## src/rtl/abacus_pkg.sv

```systemverilog
// Shared definitions for the ABACUS event counter block: register map,
// CTRL bit positions and event numbering.
package abacus_pkg;

  localparam int NUM_EVENTS = 7;

  // Word index map (wb_adr[4:0])
  localparam logic [4:0] REG_CTRL      = 5'd0;
  localparam logic [4:0] REG_STATUS    = 5'd1;
  localparam logic [4:0] REG_ID        = 5'd2;
  localparam logic [4:0] REG_CNT_FIRST = 5'd4;   // CNT0_LO
  localparam logic [4:0] REG_CNT_LAST  = 5'd17;  // CNT6_HI

  // CTRL fields
  localparam int CTRL_EN_BIT  = 0;
  localparam int CTRL_CLR_BIT = 1;
  localparam int CTRL_FRZ_BIT = 2;

  typedef enum logic [2:0] {
    EV_INSN_ISSUED = 3'd0,
    EV_IC_REQ      = 3'd1,
    EV_IC_MISS     = 3'd2,
    EV_IC_FILL     = 3'd3,
    EV_DC_REQ      = 3'd4,
    EV_DC_HIT      = 3'd5,
    EV_DC_FILL     = 3'd6
  } event_e;

  function automatic logic is_cnt_idx(input logic [4:0] idx);
    return (idx >= REG_CNT_FIRST) && (idx <= REG_CNT_LAST);
  endfunction

  function automatic logic is_mapped(input logic [4:0] idx);
    return (idx <= REG_ID) || is_cnt_idx(idx);
  endfunction

endpackage

```

## src/rtl/abacus_counter.sv

```systemverilog
// One free-running event counter with synchronous clear and a wrap flag
// that fires on the same edge the count rolls over to zero.
module abacus_counter #(
  parameter int W = 64
) (
  input  logic         clk,
  input  logic         rst,
  input  logic         inc_i,
  input  logic         clr_i,
  input  logic         en_i,
  output logic [W-1:0] value_o,
  output logic         wrap_o
);

  logic [W-1:0] cnt_q, cnt_d;
  logic         bump;

  // clear beats increment, so a clearing cycle never reports a wrap
  assign bump   = en_i & inc_i & ~clr_i;
  assign wrap_o = bump & (&cnt_q);

  // next count
  always_comb begin
    cnt_d = cnt_q;
    if (clr_i)     cnt_d = '0;
    else if (bump) cnt_d = cnt_q + W'(1);
  end

  // count register
  always_ff @(posedge clk or posedge rst) begin
    if (rst) cnt_q <= '0;
    else     cnt_q <= cnt_d;
  end

  assign value_o = cnt_q;

endmodule

```

## src/rtl/abacus_wb_counters.sv

```systemverilog
// Wishbone classic responder exposing the ABACUS event counters as 32-bit
// registers, with enable/freeze/clear control, sticky overflow status and
// a hi-word shadow so a LO-then-HI read pair is a consistent 64-bit sample.
module abacus_wb_counters
  import abacus_pkg::*;
#(
  parameter int          COUNTER_W       = 64,
  parameter bit          ENABLE_AT_RESET = 1'b1,
  parameter logic [31:0] BLOCK_ID        = 32'hABAC0001
) (
  input  logic        clk,
  input  logic        rst,
  input  logic [29:0] wb_adr,
  input  logic [31:0] wb_dat_w,
  input  logic [3:0]  wb_sel,
  input  logic        wb_cyc,
  input  logic        wb_stb,
  input  logic        wb_we,
  output logic [31:0] wb_dat_r,
  output logic        wb_ack,
  output logic        wb_err,
  input  logic        abacus_instruction_issued,
  input  logic        abacus_icache_request,
  input  logic        abacus_icache_miss,
  input  logic        abacus_icache_line_fill_in_progress,
  input  logic        abacus_dcache_request,
  input  logic        abacus_dcache_hit,
  input  logic        abacus_dcache_line_fill_in_progress
);

  logic [NUM_EVENTS-1:0] ev;

  // gather event strobes into counter order
  always_comb begin
    ev                 = '0;
    ev[EV_INSN_ISSUED] = abacus_instruction_issued;
    ev[EV_IC_REQ]      = abacus_icache_request;
    ev[EV_IC_MISS]     = abacus_icache_miss;
    ev[EV_IC_FILL]     = abacus_icache_line_fill_in_progress;
    ev[EV_DC_REQ]      = abacus_dcache_request;
    ev[EV_DC_HIT]      = abacus_dcache_hit;
    ev[EV_DC_FILL]     = abacus_dcache_line_fill_in_progress;
  end

  // state
  logic                  ack_q, ack_d, err_q, err_d;
  logic [31:0]           dat_q, dat_d;
  logic                  enable_q, enable_d, freeze_q, freeze_d;
  logic [NUM_EVENTS-1:0] status_q, status_d;
  logic                  shadow_vld_q, shadow_vld_d;
  logic [2:0]            shadow_idx_q, shadow_idx_d;
  logic [31:0]           shadow_hi_q, shadow_hi_d;

  // decode; a request is masked while its own response is on the bus
  logic [4:0] idx, cnt_off;
  logic       req, mapped, wr, rd;
  logic       cnt_sel, cnt_hi;
  logic [2:0] cnt_k;
  logic       ctrl_wr, status_wr, clr, cnt_en;

  assign idx       = wb_adr[4:0];
  assign req       = wb_cyc & wb_stb & ~(wb_ack | wb_err);
  assign mapped    = is_mapped(idx);
  assign wr        = req & mapped & wb_we;
  assign rd        = req & mapped & ~wb_we;
  assign cnt_sel   = is_cnt_idx(idx);
  assign cnt_off   = idx - REG_CNT_FIRST;
  assign cnt_k     = cnt_off[3:1];
  assign cnt_hi    = cnt_off[0];
  assign ctrl_wr   = wr & (idx == REG_CTRL) & wb_sel[0];
  assign status_wr = wr & (idx == REG_STATUS) & wb_sel[0];
  assign clr       = ctrl_wr & wb_dat_w[CTRL_CLR_BIT];
  assign cnt_en    = enable_q & ~freeze_q;

  logic [NUM_EVENTS-1:0][COUNTER_W-1:0] cnt_val;
  logic [NUM_EVENTS-1:0]                wrap;

  for (genvar k = 0; k < NUM_EVENTS; k++) begin : g_cnt
    abacus_counter #(.W(COUNTER_W)) u_cnt (
      .clk     (clk),
      .rst     (rst),
      .inc_i   (ev[k]),
      .clr_i   (clr),
      .en_i    (cnt_en),
      .value_o (cnt_val[k]),
      .wrap_o  (wrap[k])
    );
  end

  logic [COUNTER_W-1:0] sel_cnt;

  // pick the addressed counter
  always_comb begin
    sel_cnt = '0;
    for (int k = 0; k < NUM_EVENTS; k++)
      if (cnt_k == 3'(k)) sel_cnt = cnt_val[k];
  end

  logic [31:0] rdata;

  // read mux; HI comes from the shadow only when it belongs to this counter
  always_comb begin
    rdata = '0;
    if (idx == REG_CTRL) begin
      rdata[CTRL_EN_BIT]  = enable_q;
      rdata[CTRL_FRZ_BIT] = freeze_q;
    end else if (idx == REG_STATUS) begin
      rdata[NUM_EVENTS-1:0] = status_q;
    end else if (idx == REG_ID) begin
      rdata = BLOCK_ID;
    end else if (cnt_sel) begin
      if (!cnt_hi)                                    rdata = sel_cnt[31:0];
      else if (shadow_vld_q && shadow_idx_q == cnt_k) rdata = shadow_hi_q;
      else                                            rdata = sel_cnt[COUNTER_W-1:32];
    end
  end

  // next-state for bus response, control, status and shadow
  always_comb begin
    ack_d        = req & mapped;
    err_d        = req & ~mapped;
    dat_d        = dat_q;
    enable_d     = enable_q;
    freeze_d     = freeze_q;
    status_d     = status_q;
    shadow_vld_d = shadow_vld_q;
    shadow_idx_d = shadow_idx_q;
    shadow_hi_d  = shadow_hi_q;

    if (req) dat_d = mapped ? rdata : '0;

    if (ctrl_wr) begin
      enable_d = wb_dat_w[CTRL_EN_BIT];
      freeze_d = wb_dat_w[CTRL_FRZ_BIT];
    end

    // new overflow wins over a W1C of the same bit
    if (status_wr) status_d = status_d & ~wb_dat_w[NUM_EVENTS-1:0];
    status_d = status_d | wrap;

    if (rd && cnt_sel && !cnt_hi) begin
      shadow_vld_d = 1'b1;
      shadow_idx_d = cnt_k;
      shadow_hi_d  = sel_cnt[COUNTER_W-1:32];
    end
    if (clr) shadow_vld_d = 1'b0;
  end

  // registers
  always_ff @(posedge clk or posedge rst) begin
    if (rst) begin
      ack_q        <= 1'b0;
      err_q        <= 1'b0;
      dat_q        <= '0;
      enable_q     <= ENABLE_AT_RESET;
      freeze_q     <= 1'b0;
      status_q     <= '0;
      shadow_vld_q <= 1'b0;
      shadow_idx_q <= '0;
      shadow_hi_q  <= '0;
    end else begin
      ack_q        <= ack_d;
      err_q        <= err_d;
      dat_q        <= dat_d;
      enable_q     <= enable_d;
      freeze_q     <= freeze_d;
      status_q     <= status_d;
      shadow_vld_q <= shadow_vld_d;
      shadow_idx_q <= shadow_idx_d;
      shadow_hi_q  <= shadow_hi_d;
    end
  end

  assign wb_ack   = ack_q;
  assign wb_err   = err_q;
  assign wb_dat_r = dat_q;

  logic unused_bits;
  assign unused_bits = ^{wb_adr[29:5], wb_sel[3:1], wb_dat_w[31:NUM_EVENTS], cnt_off[4]};

endmodule

```

## config.mk

```make
export PLATFORM = sky130hd
export DESIGN_NAME = abacus_wb_counters
export DESIGN_NICKNAME = d
export VERILOG_FILES = /design/src/rtl/abacus_pkg.sv /design/src/rtl/abacus_counter.sv /design/src/rtl/abacus_wb_counters.sv
export SDC_FILE = /design/constraint.sdc
export NUM_CORES = 2
export LEC_CHECK = 0
export CORE_ASPECT_RATIO = 0.8
export CORE_UTILIZATION = 45
export CTS_BUF_LIST = sky130_fd_sc_hd__clkbuf_4
export DETAILED_ROUTE_END_ITERATION = 8
export HOLD_SLACK_MARGIN = 0.1
export SETUP_SLACK_MARGIN = 0.15
export SLEW_MARGIN = 20
export SYNTH_ARGS = -nofsm -noshare
export SYNTH_HDL_FRONTEND = slang
export SYNTH_SLANG_ARGS = --single-unit
```

## constraint.sdc

```tcl
create_clock -name clk -period 34.1 [get_ports clk]
set_input_delay 5.115 -clock clk [delete_from_list [all_inputs] [get_ports clk]]
set_output_delay 5.115 -clock clk [all_outputs]
set_load 0.05 [all_outputs]
```

* Word level (Yosys, flattened, before mapping)
Index checks and enable logic that the tools add are counted.
** Operators by class
- $mul :: 0
- Equal/unequal tests :: 9
- Divide/modulo/power cells :: 0
- Shifts and indexed selects :: 0
- Bitwise operators :: 42
- Add/sub/neg operators :: 8
- Order comparisons :: 3
- Reduce and logical (&&, ||, !) cells :: 23
- Mux-type cells :: 35
** Operators by type and width (number)
- $mux W64 :: 21
- $add A64 B1 Y64 const B :: 7
- $reduce_and A64 Y1 :: 7
- $mux W32 :: 5
- $and A1 B1 Y1 :: 33
- $mux W29 :: 1
- $mux W25 :: 1
- $reduce_bool A2 Y1 :: 8
- $mux W7 :: 2
- $eq A3 B3 Y1 const B :: 3
- $and A7 B7 Y7 :: 1
- $not A7 Y7 :: 1
- $or A7 B7 Y7 :: 1
- $eq A3 B2 Y1 const B :: 2
- $eq A5 B1 Y1 const B :: 1
- $eq A5 B2 Y1 const B :: 1
- $ge A5 B3 Y1 const B :: 1
- $le A5 B2 Y1 const B :: 1
- $le A5 B5 Y1 const B :: 1
- $logic_not A5 Y1 :: 1
- $mux W1 :: 5
- $not A1 Y1 :: 5
- $logic_and A1 B1 Y1 :: 4
- $sub A4 B3 Y4 const B :: 1
- 6 further kinds :: 6
** Word-level totals
- RAM bits :: 0
- Bits in latches :: 0
- Register bits :: 527
- Memories kept :: 0
- Memory bits (read-only) :: 0

* Logic depth before layout (Yosys ltp)
- Word-level depth :: 16
- Gate-level depth with buffers :: 14
- Gate-level depth less buffers :: 8

* Cells and area by module
From an unflattened synthesis, not the netlist that was laid out.
** Second synthesis, totals
- Cells, all modules :: 3567
- Area total of the unflattened synthesis :: 31751.7 µm²
** Modules (own cells, without submodules)
- abacus_counter :: area an instance 3417.0 µm², instances 7, cells each 381, seq. area each 1601.5 µm²
- abacus_wb_counters :: area an instance 7832.5 µm², instances 1, cells each 900, seq. area each 1978.1 µm²

* Worst setup path before layout
Ideal clock, no wire load.
- Path kind :: input -> register
- Start :: input port wb_adr[2]
- End :: register dat_q[11] (netlist: wb_dat_r[11])
- Stages on the path :: 13
- Setup time :: 0.126 ns
- Path buffers :: 8
- Path slack :: 26.251 ns
- Data arrival time :: 7.723 ns
- Path through :: buf_2 > buf_2 > inv_1 > clkbuf_1 > ha_1 > buf_2 > buf_2 > buf_2 > buf_2 > clkbuf_1 > o21ai_0 > a22o_1 > a311o_1
** On the way
- Word-level cells in the longest chain between the ends :: 16
** RTL lines
- start, declared :: line abacus_wb_counters.sv:13 : input logic [29:0] wb_adr,
- $sub A4 B3 Y4 (*) :: line abacus_wb_counters.sv:67 : assign cnt_off = idx - REG_CNT_FIRST;
- net cnt_off[2] :: line abacus_wb_counters.sv:55 : logic [4:0] idx, cnt_off;
- $logic_not A3 Y1 :: line abacus_wb_counters.sv:96 : if (cnt_k == 3'(k)) sel_cnt = cnt_val[k];
- $mux W64 (7 in a row) :: line abacus_wb_counters.sv:96
- $mux W32 :: line abacus_wb_counters.sv:113 : else if (shadow_vld_q && shadow_idx_q == cnt_k) rdata = shadow_hi_q;
- $mux W32 (*) :: line abacus_wb_counters.sv:112 : if (!cnt_hi) rdata = sel_cnt[31:0];
- $mux W32 (*) :: line abacus_wb_counters.sv:111 : end else if (cnt_sel) begin
- $mux W32 (*) :: line abacus_wb_counters.sv:109 : end else if (idx == REG_ID) begin
- $mux W25 (*) :: line abacus_wb_counters.sv:107 : end else if (idx == REG_STATUS) begin
- $mux W29 (*) :: line abacus_wb_counters.sv:104 : if (idx == REG_CTRL) begin
- $mux W32 (*) :: line abacus_wb_counters.sv:130 : if (req) dat_d = mapped ? rdata : '0;
- end signal, assigned :: line abacus_wb_counters.sv:164 : dat_q <= dat_d;
- end, declared :: line abacus_wb_counters.sv:47 : logic [31:0] dat_q, dat_d;
The timed path passes the listed nets; every way through them passes the cells marked *.
A chain may end at the register's enable or synchronous reset.

* Worst setup path in the final report
- Start :: input port wb_adr[2]
- End :: register dat_q[24] (netlist: wb_dat_r[24])
** On the way
- Word-level cells in the longest chain between the ends :: 16
** RTL lines (line)
- $sub A4 B3 Y4 :: abacus_wb_counters.sv:67
- $logic_not A3 Y1 :: abacus_wb_counters.sv:96
- $mux W64 (7 in a row) :: abacus_wb_counters.sv:96
- $mux W32 :: abacus_wb_counters.sv:113
- $mux W32 :: abacus_wb_counters.sv:112
- $mux W32 :: abacus_wb_counters.sv:111
- $mux W32 :: abacus_wb_counters.sv:109
- $mux W25 :: abacus_wb_counters.sv:107
- $mux W29 :: abacus_wb_counters.sv:104
- $mux W32 (*) :: abacus_wb_counters.sv:130
Every way passes the cells marked *; elsewhere a longest branch is shown, timed or not.

==> out/qor.txt <==
Root buf cell - clkbuf_4
CTS H-tree depth - 4
RePlAce Congestion - 0.952
Max Freq - 107 MHz
Synth Flop Type - dfrtp_1
Ratio of cells with drive above 1 in the final layout - 0.109
CTS Buffer Depth - 3
Clock Latency Late Sink - 1.02 ns
Io pins - 112
Tot Pwr - 1370 uW
Slew HR - 0.177
Register area share after synthesis - 0.441
Endpoints failing setup - 0
Number of clock buffers inserted by TritonCTS - 142
Largest area contributor in the netlist - dfrtp_1
DRT Pass-1 Iters - 7
Critical path class - primary input to register
GR Overflow Total - 0
NumNets Final - 3,410
Cts repair resizes - 0
Largest net degree at the start of global routing - 244
Mapped Nets - 3,349
Drt total wl - 100,000 um
Clk pin slew, worst setup/hold paths - 0.06 ns
First-pass GRT wire length - 152,000 um
TritonCTS clock tree - done
Fin crit share - 0.275
DRC viols - 0
Post-synth top cells - nor2_1, dfrtp_1, nand2_1, xnor2_1, xor2_1
Fin. max-slew vios - 0
DR vias/cell - 6.10
Worst Path Required - 34.94 ns
RSZ-0062 raised after global routing - false
Crit path max-delay family - buffers and inverters
EDFF count, synth - 0
WP buf/inv - 4
Port Buffers - 58
Worst Hold Class - register to register
Ranking of synthesized cells by area - dfrtp_1, nor2_1, xnor2_1
Total core area - 65,700 um2
Final Util - 0.503
Hpwl dp - 70,400 um
Leak - 0.0143 uW
Max-cap violations - 0
Die ar. - 67,500 um2
Peak VDD IR - 0.0299 mV
Post-route ant nets - 0
Arrival time at the worst endpoint - 10.20 ns
CP Cell Sequence - buf_6, inv_1, buf_4, ha_4, buf_4, xor2_1, and4_1, nor3_1, a211oi_1, o21ai_0
Site Rows - 84
Vias in the first global route - 25,000
Die Ht - 233 um
Slowest Stage Delay on Critical Path - 0.99 ns
Crit-path max FO - 55
Clock Sinks - 527
Chip width - 290 um
Most common cell on crit path - buf_4
GRT Util Overall - 0.299
Final hold vios - 0
CP max stage cell - a211oi_1
Count of cell types in the netlist - 76
Asr flop ratio synth - 1.00
Starting Density - 0.455
Initial antenna violation count - 7
Post-CTS Setup Repair Bufs - 0
Status - complete, no violations
Worst slew pin tran - 1.23 ns
Fin crit period - 9.37 ns
Startpoint Class - primary input
Syn Area/Cell - 9.17 um2
CTS Hold Bufs - 0
Syn Inst Count - 3,263
Area share of the largest cell type after synthesis - 0.440
Starting DRT DRC Count - 3,020
Mapped cell area - 29,900 um2
Warnings, synthesis - 0
Total number of vias - 26,100
TNS Setup - 0 ns
Max Clock Skew - 0.0566 ns
Drt wl/cell - 23.4 um
Flops & latches, synth - 527
Nature of the critical path endpoint - register
Cell with the most instances after synthesis - nor2_1
Pwr dens - 41.5 nW/um2
Area delta synth->final - 10.3%
[cells in the final DEF (no fill, tap or decap), types with 60 or more instances in the layout]
| master | instances |
|---|---|
| nand2_1 | 293 |
| o21ai_0 | 126 |
| dfrtp_1 | 526 |
| nor3_1 | 110 |
| mux2i_1 | 96 |
| nand3_1 | 147 |
| xor2_1 | 194 |
| nand4_1 | 135 |
| xnor2_1 | 212 |
| clkbuf_4 | 203 |
| nor2_1 | 533 |
| and3_1 | 60 |
| inv_1 | 61 |
| a21oi_1 | 80 |
[metrics by stage]
stage / hold slack [ns] / setup slack [ns] / instance area, um2 / instances
floorplan: 0.439 / 14.26 / 29900 / 3263
global placement: 0.456 / 24.12 / 31100 / 4038
detailed placement: 0.456 / 23.99 / 31100 / 4038
CTS: 0.472 / 25.07 / 33000 / 4275
global route: 0.494 / 24.78 / 33000 / 4280
finish: 0.476 / 24.73 / 33000 / 4281
[worst register-to-register path: stages, from the launching register on]
cell     delay [ns]
dfrtp_1        0.40
nor2_1         0.12
nand3_2        0.08
buf_4          0.27
a31oi_2        0.74
and3_4         0.49
buf_4          0.82
buf_12         0.40
buf_16         0.53
nor2_1         0.35
[sequential cells by signal, indices dropped and copies added, names as in the netlist]
| signal | flops |
|---|---|
| enable_q | 1 |
| freeze_q | 1 |
| g_cnt.u_cnt.value_o | 448 |
| shadow_hi_q | 32 |
| shadow_idx_q | 3 |
| shadow_vld_q | 1 |
| status_q | 7 |
| wb_ack | 1 |
| wb_dat_r | 32 |
| wb_err | 1 |
[metal layers]
metal	track usage	share of wire	wire length (um)
met3	0.0714	0.099	9910
met4	0.142	0.042	4170
met1	0.418	0.43	43300
met5	0	0.00017	17
met2	0.434	0.43	42800
[power breakdown]
part           internal, uW  leakage, uW  switching [uW]  total (uW)
logic                  33.4      0.00590            78.1         111
clock network           324      0.00109             280         605
registers               638      0.00727            16.8         655
total                   996       0.0143             375        1370
[cell families (layout without fill, tap and decap cells)]
kind of cell,count (synthesis),after routing,synth area share
other cells,0,4,0
compound gates,405,405,0.0896
flops,527,527,0.441
mux,135,135,0.0551
xor+xnor,406,406,0.119
fa+ha+maj,8,8,0.00335
buf+inv,241,395,0.0349
simple gates,1541,1541,0.257
[final timing paths]
kind / slack (ns) / depth (start not counted) / endpoint / from
max: 24.73 / 10 / wb_dat_r[24] / wb_adr[2]
min: 0.48 / 2 / shadow_hi_q[30] / shadow_hi_q[30]
max reg2reg: 29.71 / 9 / g_cnt[3].u_cnt.value_o[3] / wb_ack
min reg2reg: 0.48 / 2 / shadow_hi_q[30] / shadow_hi_q[30]
max in group asynchronous: 27.23 / 4 / g_cnt[6].u_cnt.value_o[0] / rst
min in group asynchronous: 4.67 / 2 / g_cnt[2].u_cnt.value_o[48] / rst
[layout make-up]
class | instances | area [um2]
inverter | 62 | 245
sequential | 527 | 13200
clock buffer | 203 | 1520
multi-input combinational | 2495 | 15700
fill | 6213 | 32700
tap | 860 | 1080
timing repair buffer | 96 | 926
antenna | 4 | 10.0
clock inverter | 34 | 319
Note: power is estimated with default switching activity, not from simulation.
